[src/rtl/or1200_biu_arb_if.sv]
// Bus bundle between the two cache requesters (IC, DC), the shared BIU and
// the arbiter.
//   master modport : arbiter view. It takes the requests and the BIU responses,
//                    and it drives the grants, the routed acks/errs and the BIU
//                    cycle signals.
//   slave modport  : environment view. This is the requesters plus the bus slave.
interface or1200_biu_arb_if;
  logic        ic_req;
  logic        ic_burst;
  logic [31:0] ic_adr;
  logic        ic_gnt;
  logic        ic_ack;
  logic        ic_err;

  logic        dc_req;
  logic        dc_we;
  logic        dc_burst;
  logic [31:0] dc_adr;
  logic [31:0] dc_dat_i;
  logic        dc_gnt;
  logic        dc_ack;
  logic        dc_err;

  logic        biu_cyc;
  logic        biu_we;
  logic [31:0] biu_adr;
  logic [31:0] biu_dat_o;
  logic        biu_last;
  logic        biu_ack;
  logic        biu_err;

  modport master (
    input  ic_req, ic_burst, ic_adr,
    input  dc_req, dc_we, dc_burst, dc_adr, dc_dat_i,
    input  biu_ack, biu_err,
    output ic_gnt, ic_ack, ic_err,
    output dc_gnt, dc_ack, dc_err,
    output biu_cyc, biu_we, biu_adr, biu_dat_o, biu_last
  );

  modport slave (
    output ic_req, ic_burst, ic_adr,
    output dc_req, dc_we, dc_burst, dc_adr, dc_dat_i,
    output biu_ack, biu_err,
    input  ic_gnt, ic_ack, ic_err,
    input  dc_gnt, dc_ack, dc_err,
    input  biu_cyc, biu_we, biu_adr, biu_dat_o, biu_last
  );
endinterface

[src/rtl/or1200_biu_arb.sv]
// The IC refill FSM and the DC FSM share one BIU, and this module arbitrates
// between them. A grant is held for a whole single or BEATS-beat burst. While
// the grant is held, the module generates the wrapped beat addresses and the
// last-beat flag, and it routes ack/err back to the owner only.
// Ports:
//   clk  : rising-edge clock
//   rst  : asynchronous reset, active high
//   bus  : or1200_biu_arb_if.master. This carries the requests, the grants,
//          the routed responses and the BIU cycle.
//
// state   | meaning
// IDLE    | no owner; arbitrate pending requests
// IC_XFER | IC owns the bus
// DC_XFER | DC owns the bus
module or1200_biu_arb #(
  parameter int BEATS = 4
) (
  input logic              clk,
  input logic              rst,
  or1200_biu_arb_if.master bus
);

  localparam int OFFW = $clog2(BEATS);

  typedef enum logic [1:0] {
    IDLE    = 2'd0,
    IC_XFER = 2'd1,
    DC_XFER = 2'd2
  } state_t;

  state_t            state_q, state_d;
  logic [OFFW-1:0]   cnt_q, cnt_d;
  logic [31:0]       base_q, base_d;
  logic              burst_q, burst_d;
  logic              we_q, we_d;
  logic              last_dc_q, last_dc_d;   // 1: DC was the last owner

  logic              ic_own, dc_own, cyc;
  logic              ic_win;
  logic              owner_req;
  logic [OFFW-1:0]   beat_idx, off;

  always_ff @(posedge clk or posedge rst) begin
    if (rst) begin
      state_q   <= IDLE;
      cnt_q     <= '0;
      base_q    <= '0;
      burst_q   <= 1'b0;
      we_q      <= 1'b0;
      last_dc_q <= 1'b1;   // the first tie after reset goes to IC
    end else begin
      state_q   <= state_d;
      cnt_q     <= cnt_d;
      base_q    <= base_d;
      burst_q   <= burst_d;
      we_q      <= we_d;
      last_dc_q <= last_dc_d;
    end
  end

  assign ic_own = (state_q == IC_XFER);
  assign dc_own = (state_q == DC_XFER);
  assign cyc    = ic_own | dc_own;

  // Round-robin: on a tie, IC wins only when DC was the last owner.
  assign ic_win    = bus.ic_req & (~bus.dc_req | last_dc_q);
  assign owner_req = ic_own ? bus.ic_req : bus.dc_req;

  always_comb begin
    state_d   = state_q;
    cnt_d     = cnt_q;
    base_d    = base_q;
    burst_d   = burst_q;
    we_d      = we_q;
    last_dc_d = last_dc_q;
    unique case (state_q)
      IDLE: begin
        if (ic_win) begin
          state_d   = IC_XFER;
          base_d    = bus.ic_adr;
          burst_d   = bus.ic_burst;
          we_d      = 1'b0;
          cnt_d     = bus.ic_burst ? OFFW'(BEATS - 1) : '0;
          last_dc_d = 1'b0;
        end else if (bus.dc_req) begin
          state_d   = DC_XFER;
          base_d    = bus.dc_adr;
          burst_d   = bus.dc_burst;
          we_d      = bus.dc_we;
          cnt_d     = bus.dc_burst ? OFFW'(BEATS - 1) : '0;
          last_dc_d = 1'b1;
        end
      end
      IC_XFER, DC_XFER: begin
        // Every exit goes through IDLE, which forces a dead bus cycle.
        if (bus.biu_err) begin
          state_d = IDLE;
        end else if (!owner_req) begin
          state_d = IDLE;
        end else if (bus.biu_ack) begin
          if (cnt_q == '0) state_d = IDLE;
          else             cnt_d   = cnt_q - OFFW'(1);
        end
      end
      default: state_d = IDLE;
    endcase
  end

  // The critical word goes first. The offset field then counts up modulo
  // BEATS, and the upper bits of the address stay fixed.
  assign beat_idx = burst_q ? (OFFW'(BEATS - 1) - cnt_q) : '0;
  assign off      = base_q[OFFW+1:2] + beat_idx;

  assign bus.ic_gnt    = ic_own;
  assign bus.dc_gnt    = dc_own;
  assign bus.biu_cyc   = cyc;
  assign bus.biu_we    = cyc & we_q;
  assign bus.biu_adr   = cyc ? {base_q[31:OFFW+2], off, base_q[1:0]} : 32'h0;
  assign bus.biu_last  = cyc & (cnt_q == '0);
  assign bus.biu_dat_o = dc_own ? bus.dc_dat_i : 32'h0;

  assign bus.ic_ack = bus.biu_ack & ic_own;
  assign bus.ic_err = bus.biu_err & ic_own;
  assign bus.dc_ack = bus.biu_ack & dc_own;
  assign bus.dc_err = bus.biu_err & dc_own;

endmodule

[src/flat_wrapper.sv]
// flat-port wrapper written by rule: the top's interface ports become plain ports
module or1200_biu_arb_flat 
#(
  parameter int BEATS = 4
)
  (clk, rst, bus_ic_req, bus_ic_burst, bus_ic_adr, bus_dc_req, bus_dc_we, bus_dc_burst, bus_dc_adr, bus_dc_dat_i, bus_biu_ack, bus_biu_err, bus_ic_gnt, bus_ic_ack, bus_ic_err, bus_dc_gnt, bus_dc_ack, bus_dc_err, bus_biu_cyc, bus_biu_we, bus_biu_adr, bus_biu_dat_o, bus_biu_last);
  or1200_biu_arb_if bus_i ();
  input logic clk;
  input logic rst;
  input wire logic [$bits(bus_i.ic_req)-1:0] bus_ic_req;
  input wire logic [$bits(bus_i.ic_burst)-1:0] bus_ic_burst;
  input wire logic [$bits(bus_i.ic_adr)-1:0] bus_ic_adr;
  input wire logic [$bits(bus_i.dc_req)-1:0] bus_dc_req;
  input wire logic [$bits(bus_i.dc_we)-1:0] bus_dc_we;
  input wire logic [$bits(bus_i.dc_burst)-1:0] bus_dc_burst;
  input wire logic [$bits(bus_i.dc_adr)-1:0] bus_dc_adr;
  input wire logic [$bits(bus_i.dc_dat_i)-1:0] bus_dc_dat_i;
  input wire logic [$bits(bus_i.biu_ack)-1:0] bus_biu_ack;
  input wire logic [$bits(bus_i.biu_err)-1:0] bus_biu_err;
  output wire logic [$bits(bus_i.ic_gnt)-1:0] bus_ic_gnt;
  output wire logic [$bits(bus_i.ic_ack)-1:0] bus_ic_ack;
  output wire logic [$bits(bus_i.ic_err)-1:0] bus_ic_err;
  output wire logic [$bits(bus_i.dc_gnt)-1:0] bus_dc_gnt;
  output wire logic [$bits(bus_i.dc_ack)-1:0] bus_dc_ack;
  output wire logic [$bits(bus_i.dc_err)-1:0] bus_dc_err;
  output wire logic [$bits(bus_i.biu_cyc)-1:0] bus_biu_cyc;
  output wire logic [$bits(bus_i.biu_we)-1:0] bus_biu_we;
  output wire logic [$bits(bus_i.biu_adr)-1:0] bus_biu_adr;
  output wire logic [$bits(bus_i.biu_dat_o)-1:0] bus_biu_dat_o;
  output wire logic [$bits(bus_i.biu_last)-1:0] bus_biu_last;
  assign bus_i.ic_req = bus_ic_req;
  assign bus_i.ic_burst = bus_ic_burst;
  assign bus_i.ic_adr = bus_ic_adr;
  assign bus_i.dc_req = bus_dc_req;
  assign bus_i.dc_we = bus_dc_we;
  assign bus_i.dc_burst = bus_dc_burst;
  assign bus_i.dc_adr = bus_dc_adr;
  assign bus_i.dc_dat_i = bus_dc_dat_i;
  assign bus_i.biu_ack = bus_biu_ack;
  assign bus_i.biu_err = bus_biu_err;
  assign bus_ic_gnt = bus_i.ic_gnt;
  assign bus_ic_ack = bus_i.ic_ack;
  assign bus_ic_err = bus_i.ic_err;
  assign bus_dc_gnt = bus_i.dc_gnt;
  assign bus_dc_ack = bus_i.dc_ack;
  assign bus_dc_err = bus_i.dc_err;
  assign bus_biu_cyc = bus_i.biu_cyc;
  assign bus_biu_we = bus_i.biu_we;
  assign bus_biu_adr = bus_i.biu_adr;
  assign bus_biu_dat_o = bus_i.biu_dat_o;
  assign bus_biu_last = bus_i.biu_last;
  or1200_biu_arb #(.BEATS(BEATS)) u_core (.clk(clk), .rst(rst), .bus(bus_i));
endmodule
[config.mk]
export PLATFORM = sky130hd
export DESIGN_NAME = or1200_biu_arb_flat
export DESIGN_NICKNAME = d
export VERILOG_FILES = /design/src/rtl/or1200_biu_arb_if.sv /design/src/rtl/or1200_biu_arb.sv /design/src/flat_wrapper.sv
export SDC_FILE = /design/constraint.sdc
export NUM_CORES = 1
export LEC_CHECK = 0
export ABC_AREA = 0
export BUFFER_PORTS_ARGS = -buffer_cell sky130_fd_sc_hd__buf_2
export CAP_MARGIN = 20
export CORE_MARGIN = 5
export CORE_UTILIZATION = 41
export DETAILED_ROUTE_END_ITERATION = 6
export PLACE_DENSITY = 0.81
export SKIP_LAST_GASP = 1
export SLEW_MARGIN = 20
export SYNTH_ARGS = -nofsm -noshare
export SYNTH_HDL_FRONTEND = slang
export SYNTH_SLANG_ARGS = --single-unit
[constraint.sdc]
create_clock -name clk -period 2.2 [get_ports clk]
set_clock_uncertainty 0.2 [all_clocks]
set_input_delay 0.11 -clock clk [delete_from_list [all_inputs] [get_ports clk]]
set_output_delay 0.11 -clock clk [all_outputs]
set_load 0.005 [all_outputs]
# Word level (Yosys, flattened, before mapping)
# Cells that the tools add are included.
# totals
elab_cells	64
input_bits	105
output_inout_bits	73
reg_bits	39
# classes
eq_ne	9
mux	28
addsub	3
bitwise	10
reduce_logical	8
# ops
cell	n
32-bit two-way mux	4
2-bit two-way mux	15
4-bit inequality test (second input constant)	2
2-bit case mux with 2 select lines	2
1-bit bitwise AND	7
1-bit two-way mux	7
2-bit inequality test (second input constant)	3
6-bit AND reduction	1
2-bit zero test	2
2-bit nonzero test	2
3-bit by 2-bit inequality test with 1-bit output (second input constant)	1
3-bit AND reduction	1
2-bit adder	1
2-bit by 1-bit == test with 1-bit output (second input constant)	1
2-bit == test (second input constant)	1
2-bit by 1-bit inequality test with 1-bit output (second input constant)	1
1-bit bitwise OR	2
2-bit AND reduction	1
2-bit OR reduction	1
2-bit by 1-bit subtractor with 2-bit output (second input constant)	1
2-bit subtractor (first input constant)	1
1-bit NOT	1

# Longest topological paths before layout
# Gate-level depths: netlist of run 1.
# logic_depth
depth_word	6
depth_mapped	6
depth_no_buf	6

# Worst setup path before layout of run 1
# Ideal clock, no wire load.
# synth_path
path_kind	reg2reg
start	reg u_core.state_q[0]
end	reg u_core.state_q[1]
stages_incl_launch_ff	6
t_arrival_ns	1.472
setup_time_ns	0.137
synth_period_minus_slack_ns	1.809
t_required_ns	1.863
setup_slack_ns	0.391
n_path_buf	0
cell_sequence	dfrtp_1 inv_1 ha_1 a21bo_2 o31ai_1 o21ai_0
# synth_via
elab_chain_cells	5
elab_cells_between_ends	12
cone_classes	5 x eq/ne; 4 x mux; 3 x reduce/logical
# synth_rtl
element	line	rtl
start, declared	or1200_biu_arb.sv:31	state_t state_q, state_d;
start signal, assigned	or1200_biu_arb.sv:52	state_q <= state_d;
2-bit by 1-bit == test with 1-bit output	or1200_biu_arb.sv:61, or1200_biu_arb.sv:76	
1-bit two-way mux	or1200_biu_arb.sv:67	assign owner_req = ic_own ? bus.ic_req : bus.dc_req;
2-bit two-way mux	or1200_biu_arb.sv:98	end else if (!owner_req) begin
2-bit two-way mux	or1200_biu_arb.sv:96	if (bus.biu_err) begin
2-bit case mux with 2 select lines	or1200_biu_arb.sv:76	unique case (state_q)
# Parallel ways exist; a longest one is shown, timed or not.
# A chain may end at the register's enable or synchronous reset.

# Final worst setup path of run 1
# layout_path
start	reg u_core.last_dc_q
end	reg u_core.base_q[30]
# layout_via
elab_chain_cells	4
elab_cells_between_ends	5
cone_classes	1 x mux; 2 x bitwise; 2 x reduce/logical
# layout_rtl
element	line	rtl
start, declared	or1200_biu_arb.sv:36	logic last_dc_q, last_dc_d;
start signal, assigned	or1200_biu_arb.sv:57	last_dc_q <= last_dc_d;
1-bit bitwise OR *	or1200_biu_arb.sv:66	assign ic_win = bus.ic_req & (~bus.dc_req | last_dc_q);
1-bit bitwise AND *	or1200_biu_arb.sv:66	
2-bit nonzero test (no source line)	-	
2-bit AND reduction (no source line)	-	
end signal, assigned	or1200_biu_arb.sv:54	base_q <= base_d;
end, declared	or1200_biu_arb.sv:33	logic [31:0] base_q, base_d;
# Every way passes the cells marked *; elsewhere a longest branch is shown, timed or not.

==> reports/qor.csv, run 1 <==
stage;metric;value;unit
outcome;status;complete, no violations;
global_routing;grt_max_degree;44;
floorplan;ios;178;
layout;finalNetCount;629;
layout;antennaDiodeCount;0;
sta;rsz0062_at_grt;false;
sta;worst_slack;0.0809;ns
drt;drt_iter0_markers;124;
sta;maxSlewHeadroom;0.553;
global_routing;grt_usage;0.235;
yosys;synth_nets;387;
pwr;ir_drop;639;µV
floorplan;chipHeight;87.5;µm
hold_path;hold_end;u_core.cnt_q[1];
clock_tree;cts_buffers;5;
clock_tree;root_buffer;clkbuf_8;
sta;period_share;0.963;
setup_path;regToRegSetupSlack;0.08;ns
sta;finalSetupViolCount;0;
yosys;syn_area;2460;µm²
hold_path;hold_depth;4;
yosys;synth_edf_count;0;
yosys;avgSynthCellArea;8.93;µm²
sta;period_needed;2.12;ns
drt;avgRoutedWirePerCell;15.4;µm
hold_path;min_from;bus_dc_burst;
drt;wirelength;9140;µm
sta;fmax;0.472;GHz
yosys;synthMostInstantiatedCell;and2_1;
yosys;ys.warnings.count;0;
setup_path;worstPathMaxFanout;13;
setup_path;critPathRequiredTime;2.16;ns
clock_tree;tritoncts;done;
setup_path;crit_arrival;2.08;ns
layout;layout-drive-gt1-share;0.380;
yosys;netlist.area_leader.share;0.386;
yosys;ys_types;33;
clock_tree;cts.sinks;39;
clock_tree;insertion_delay;0.28;ns
yosys;ys_async_sr_fraction;1.00;
setup_path;r2r_end;u_core.base_q[30];
setup_path;slowest_delay;0.60;ns
yosys;ys_seq_area_frac;0.396;
placed_design;io_buffers;177;
job;cap_violations;0;
global_routing;first_global_vias;3042;
placed_design;place_ws;0.237;ns
layout;area_growth_syn_to_layout;71.6;%
placed_design;place_congestion;0.733;
sta;slew_viol_final;0;
floorplan;die_x;87.5;µm
floorplan;core_area;5890;µm²
setup_path;endpoint_kind;flip-flop;
setup_path;worstSetupPathType;reg -> reg;
clock_tree;cts_htree_levels;2;
pwr;power_density;1040;nW/µm²
drt;final_antenna_net_count;0;
yosys;netlist_top_cells_area;dfrtp_1 (39%), and2_1 (18%), mux2i_1 (14%);
setup_path;r2r-start;u_core.last_dc_q;
global_routing;grt_pass1_wl;14100;µm
drt;vias;2903;
yosys;synth_ff_type;dfrtp_1;
yosys;netlist_instances;276;
placed_design;dpl.hpwl;5850;µm
clock_tree;cts_buffer_depth;2;
sta;final-hold-violation-count;0;
sta;tightestPinTransition;0.668;ns
drt;drt-pass1-iter-count;4;
yosys;synth_top_cells_by_count;and2_1 (70), nand2_1 (41), dfrtp_1 (38);
drt;vias_per_cell;4.89;
global_routing;grt-ovfl-total;0;
sta;tns;0;ns
hold_path;hp-class;in -> reg;
yosys;yosysTopAreaCell;dfrtp_1;
floorplan;die-area;7660;µm²
drt;drc;0;
setup_path;ff2ff_path_depth;4;
sta;timing.hold.ws;0.00796;ns
setup_path;critPathSlowestCell;dlygate4sd3_1;
global_routing;antenna_found_initial;0;
setup_path;critPathLaunchType;flip-flop;
floorplan;std_cell_rows;28;
placed_design;dp_cells;518;
pwr;leakagePower;0.00234;µW
layout;fin_util;0.719;
layout;layout.cells.non_filler;594;
clock_tree;cts.clk_slew.worst_paths;0.07;ns
yosys;synth-seq-cells;39;
setup_path;crit_chain;o21ai_4 > mux2i_1 > dlygate4sd3_1 > o21ai_1;
floorplan;initial_core_util;0.419;
## final cells by class
type                    count  area, µm²
inverters                   6       22.5
well taps                  75       93.8
repair buffers            253       1660
flip-flops and latches     39        977
clock buffers               8       80.1
fillers                   432       1660
multi-input cells         213       1390
## sequential cells by signal, indices dropped and copies added, names as in the netlist
register / flops
u_core.cnt_q: 2
u_core.last_dc_q: 1
u_core.we_q: 1
u_core.state_q: 2
u_core.burst_q: 1
u_core.base_q: 32
## layer usage
| metal | global-route usage | part of all wire | vias to the layer above |
|---|---|---|---|
| met5 | 0 | 0 | - |
| met4 | 0.0990 | 0.036 | 0 |
| met3 | 0.0781 | 0.11 | 28 |
| met2 | 0.440 | 0.51 | 184 |
| met1 | 0.234 | 0.34 | 1295 |
| li1 | - | - | 1396 |
## worst max-delay path: cells and delay by family (launching register included)
kind                   cells  cell delay [ns]
AO/OA/AOI/OAI              2             0.56
flip-flops                 1             0.38
multiplexers               1             0.26
buffers and inverters      1             0.60
## per-stage QoR
stage | total power [µW] | instance area (µm²)
finish | 4390 | 4230
global route | 4790 | 4230
global placement | 3700 | 3470
floorplan | 2740 | 2460
detailed placement | 3800 | 3470
CTS | 4380 | 4230
## worst max-delay path by stage
stage	startpoint	endpoint	slack, ns	depth (start not counted)
floorplan	u_core.state_q[0]	u_core.state_q[1]	0.39	5
global placement	u_core.state_q[0]	u_core.state_q[1]	0.32	5
detailed placement	u_core.state_q[0]	u_core.state_q[1]	0.24	5
CTS	u_core.last_dc_q	u_core.base_q[0]	0.09	4
global route	u_core.last_dc_q	u_core.base_q[0]	0.01	4
finish	u_core.last_dc_q	u_core.base_q[30]	0.08	4
## where the power goes
part           leakage [µW]  internal [µW]  total [µW]  switching, µW
registers          0.000477           1080        1270            189
clock network     0.0000395            225         461            236
logic               0.00183           1310        2650           1350
total               0.00234           2610        4390           1770
## cells in the final DEF, fill, tap and decap left out, types with 3 or more instances in the layout
cell and n:
buf_2 177, o21ai_0 30, clkbuf_8 5, buf_12 3
nor2b_1 3, and2_1 70, dlygate4sd3_1 68, nand2_1 41
clkbuf_1 3, ha_1 6, a21oi_1 3, dfrtp_1 38
o21ai_1 6, inv_1 5, mux2i_1 35, buf_4 5
## logic make-up (layout without fill, tap and decap cells)
family | count (synthesis) | after routing | share of synthesized area
simple gates | 123 | 123 | 0.272
fa+ha+maj | 6 | 6 | 0.0305
compound gates | 47 | 47 | 0.105
flops | 39 | 39 | 0.396
buf+inv | 24 | 267 | 0.0462
mux | 36 | 36 | 0.147
xor+xnor | 1 | 1 | 0.00355
## what timing repair did
action,in CTS,in global routing
hold endpoints to repair,72,0
gates resized for setup,0,0
hold buffers,68,0
setup buffers,0,0
Power figures use the tool's default switching activity.
==> run 2: changes to the inputs <==
--- a/config.mk
+++ b/config.mk
@@ -9,9 +9,11 @@
 export BUFFER_PORTS_ARGS = -buffer_cell sky130_fd_sc_hd__buf_2
 export CAP_MARGIN = 20
 export CORE_MARGIN = 5
-export CORE_UTILIZATION = 41
+export CORE_UTILIZATION = 42
+export CTS_BUF_LIST = sky130_fd_sc_hd__clkbuf_8
 export DETAILED_ROUTE_END_ITERATION = 6
-export PLACE_DENSITY = 0.81
+export GPL_TIMING_DRIVEN = 0
+export PLACE_DENSITY = 0.82
 export SKIP_LAST_GASP = 1
 export SLEW_MARGIN = 20
 export SYNTH_ARGS = -nofsm -noshare
==> run 2 against run 1 <==
  * Hold slack better by 0.0013 ns
  * Critical path type is now reg -> out
  * Critical path depth grew 2
  * Total power is 4.6% higher
  * Sequential power barely moved
  * Critical endpoint is now bus_biu_adr[5]
  * Sequential share of layout area shrank 0.44 points
  * Core utilization increased by 2.3 points
  * Final cell count up 2.7%
  * Non-clock buffer count is 15 higher
  * Fmax is 2.5% higher
  * Global-route usage is 1.1 points higher
==> reports/qor.csv, run 2 (same netlist as run 1, synthesis figures left out) <==
stage;metric;value;unit
sta;maxSlewHeadroom;0.633;
setup_path;crit_chain;inv_1 > ha_4 > buf_4 > clkbuf_4 > and2_1 > buf_2;
floorplan;initial_core_util;0.424;
setup_path;critPathRequiredTime;1.89;ns
pwr;ir_drop;667;µV
layout;layout_commonest_cell;buf_2;
hold_path;hold_depth;4;
drt;vias_per_cell;4.87;
clock_tree;cts_htree_levels;2;
drt;wirelength;9160;µm
sta;tightestPinTransition;0.547;ns
clock_tree;tritoncts;done;
floorplan;die_x;86.6;µm
sta;timing.hold.ws;0.00929;ns
drt;final_antenna_net_count;0;
setup_path;critPathLaunchType;flip-flop;
drt;wl_met2;4960;µm
layout;final_cell_mix;buf_2 (178), and2_1 (70), dlygate4sd3_1 (68), nand2_1 (41), dfrtp_1 (38);
sta;slew_viol_final;0;
job;cap_violations;0;
layout;largest_register_ffs;32;
clock_tree;root_buffer;clkbuf_8;
sta;rsz0062_at_grt;false;
hold_path;hp-class;in -> reg;
placed_design;place_congestion;0.799;
global_routing;grt_max_degree;26;
global_routing;grt-ovfl-total;0;
floorplan;die-area;7500;µm²
placed_design;dpl.hpwl;6080;µm
sta;final-hold-violation-count;0;
setup_path;worstPathMaxFanout;10;
global_routing;antenna_found_initial;0;
layout;max_flop_register;u_core.base_q;
setup_path;cp_num_buf_inv;4;
sta;period_needed;2.07;ns
pwr;p_switching;1860;µW
clock_tree;cts.clk_slew.worst_paths;0.08;ns
setup_path;endpoint_kind;output port;
drt;drc;0;
global_routing;grt_usage;0.245;
sta;finalSetupViolCount;0;
pwr;pwr-share-clk;0.107;
pwr;pwr-share-seq;0.276;
setup_path;critical_path_depth;6;
sta;period_share;0.940;
setup_path;slowest_delay;0.39;ns
drt;avgRoutedWirePerCell;15.0;µm
layout;largestRegisters;u_core.base_q (32), u_core.cnt_q (2), u_core.state_q (2);
global_routing;first_global_vias;3222;
pwr;power_density;1060;nW/µm²
drt;drt_iter0_markers;61;
setup_path;critPathSlowestCell;dfrtp_1;
placed_design;dp_cells;529;
setup_path;ff2ff_path_depth;5;
global_routing;grt_pass1_wl;14500;µm
floorplan;std_cell_rows;28;
outcome;status;complete, no violations;
pwr;p_comb_frac;0.617;
layout;area_growth_syn_to_layout;75.0;%
layout;layout-drive-gt1-share;0.386;
placed_design;io_buffers;177;
floorplan;core_area;5820;µm²
sta;fmax;0.483;GHz
floorplan;ios;178;
pwr;leakagePower;0.00238;µW
clock_tree;cts.sinks;39;
pwr;intPower;2730;µW
setup_path;crit_arrival;1.76;ns
drt;vias;2968;
layout;finalNetCount;644;
drt;top_layer;met4;
clock_tree;cts_buffers;5;
setup_path;path_delay_family;buffers and inverters;
setup_path;worstSetupPathType;reg -> out;
drt;drt-pass1-iter-count;4;
drt;wl_met3;869;µm
drt;wl_met1;3010;µm
layout;layout.cells.non_filler;610;
layout;fin_util;0.742;
clock_tree;cts_buffer_depth;2;
pwr;netSwitchingFraction;0.405;
floorplan;chipHeight;86.6;µm
clock_tree;insertion_delay;0.29;ns
## run 2: changes by cell type in the layout (fill, tap and decap cells not counted), moves of 2 or more
cell      delta
clkbuf_1     +6
o21ai_4      -2
diode_2      +2
buf_6        +2
buf_12       -2
clkbuf_4     +2
## run 2: final cells by class
cell class	instances	area, µm²
Antenna cell	2	5.00
Timing Repair Buffer	250	1640
Fill cell	445	1500
Sequential cell	39	977
Clock inverter	1	5.00
Buffer	18	104
Clock buffer	6	82.6
Inverter	6	22.5
Multi-Input combinational cell	213	1390
Tap cell	75	93.8
## run 2: stage by stage
| stage | power (µW) | worst slack [ns] | area [µm²] | setup TNS, ns |
|---|---|---|---|---|
| detailed placement | 3790 | -0.0937 | 3470 | -0.796 |
| global route | 5020 | 0.0148 | 4310 | 0 |
| global placement | 3680 | -0.0342 | 3440 | -0.213 |
| floorplan | 2740 | 0.391 | 2460 | 0 |
| finish | 4590 | 0.132 | 4310 | 0 |
| CTS | 4480 | 0.00530 | 4250 | 0 |
## run 2: final timing paths
kind                                   start           endpoint  slack, ns
setup / recovery           u_core.state_q[1]     bus_biu_adr[5]       0.13
hold / removal                  bus_dc_burst    u_core.cnt_q[1]      0.009
setup reg to reg            u_core.last_dc_q   u_core.base_q[7]       0.14
hold reg to reg            u_core.base_q[22]  u_core.base_q[22]       0.28
max in group asynchronous                rst  u_core.base_q[27]       1.20
min in group asynchronous                rst  u_core.base_q[29]       0.14
## run 2: timing repair
item                                   CTS  global route
setup buffers                            0             4
hold buffers                            68             0
resized for setup                        7             4
endpoints found under the hold margin   73             0
setup endpoints to repair               31            33
## run 2: tightest hold or removal path: cells and delay by family
family                 cells  cell delay [ns]
AO/OA/AOI/OAI              1             0.16
buffers and inverters      1             0.11
AND/OR/NAND/NOR            2             0.09
## run 2: power groups by stage
| stage | registers (µW) | clock network, µW | logic, µW |
|---|---|---|---|
| after detailed placement | 1270 | 0 | 2510 |
| after CTS | 1260 | 495 | 2720 |
| after global routing | 1310 | 534 | 3170 |
| after global placement | 1250 | 0 | 2430 |
| final | 1270 | 490 | 2830 |
| after floorplan | 1220 | 0 | 1520 |
## run 2: per-layer routing
layer,track usage,vias to the layer above
met5,0,-
met2,0.481,168
met1,0.231,1347
li1,-,1423
met3,0.0665,30
met4,0.118,0
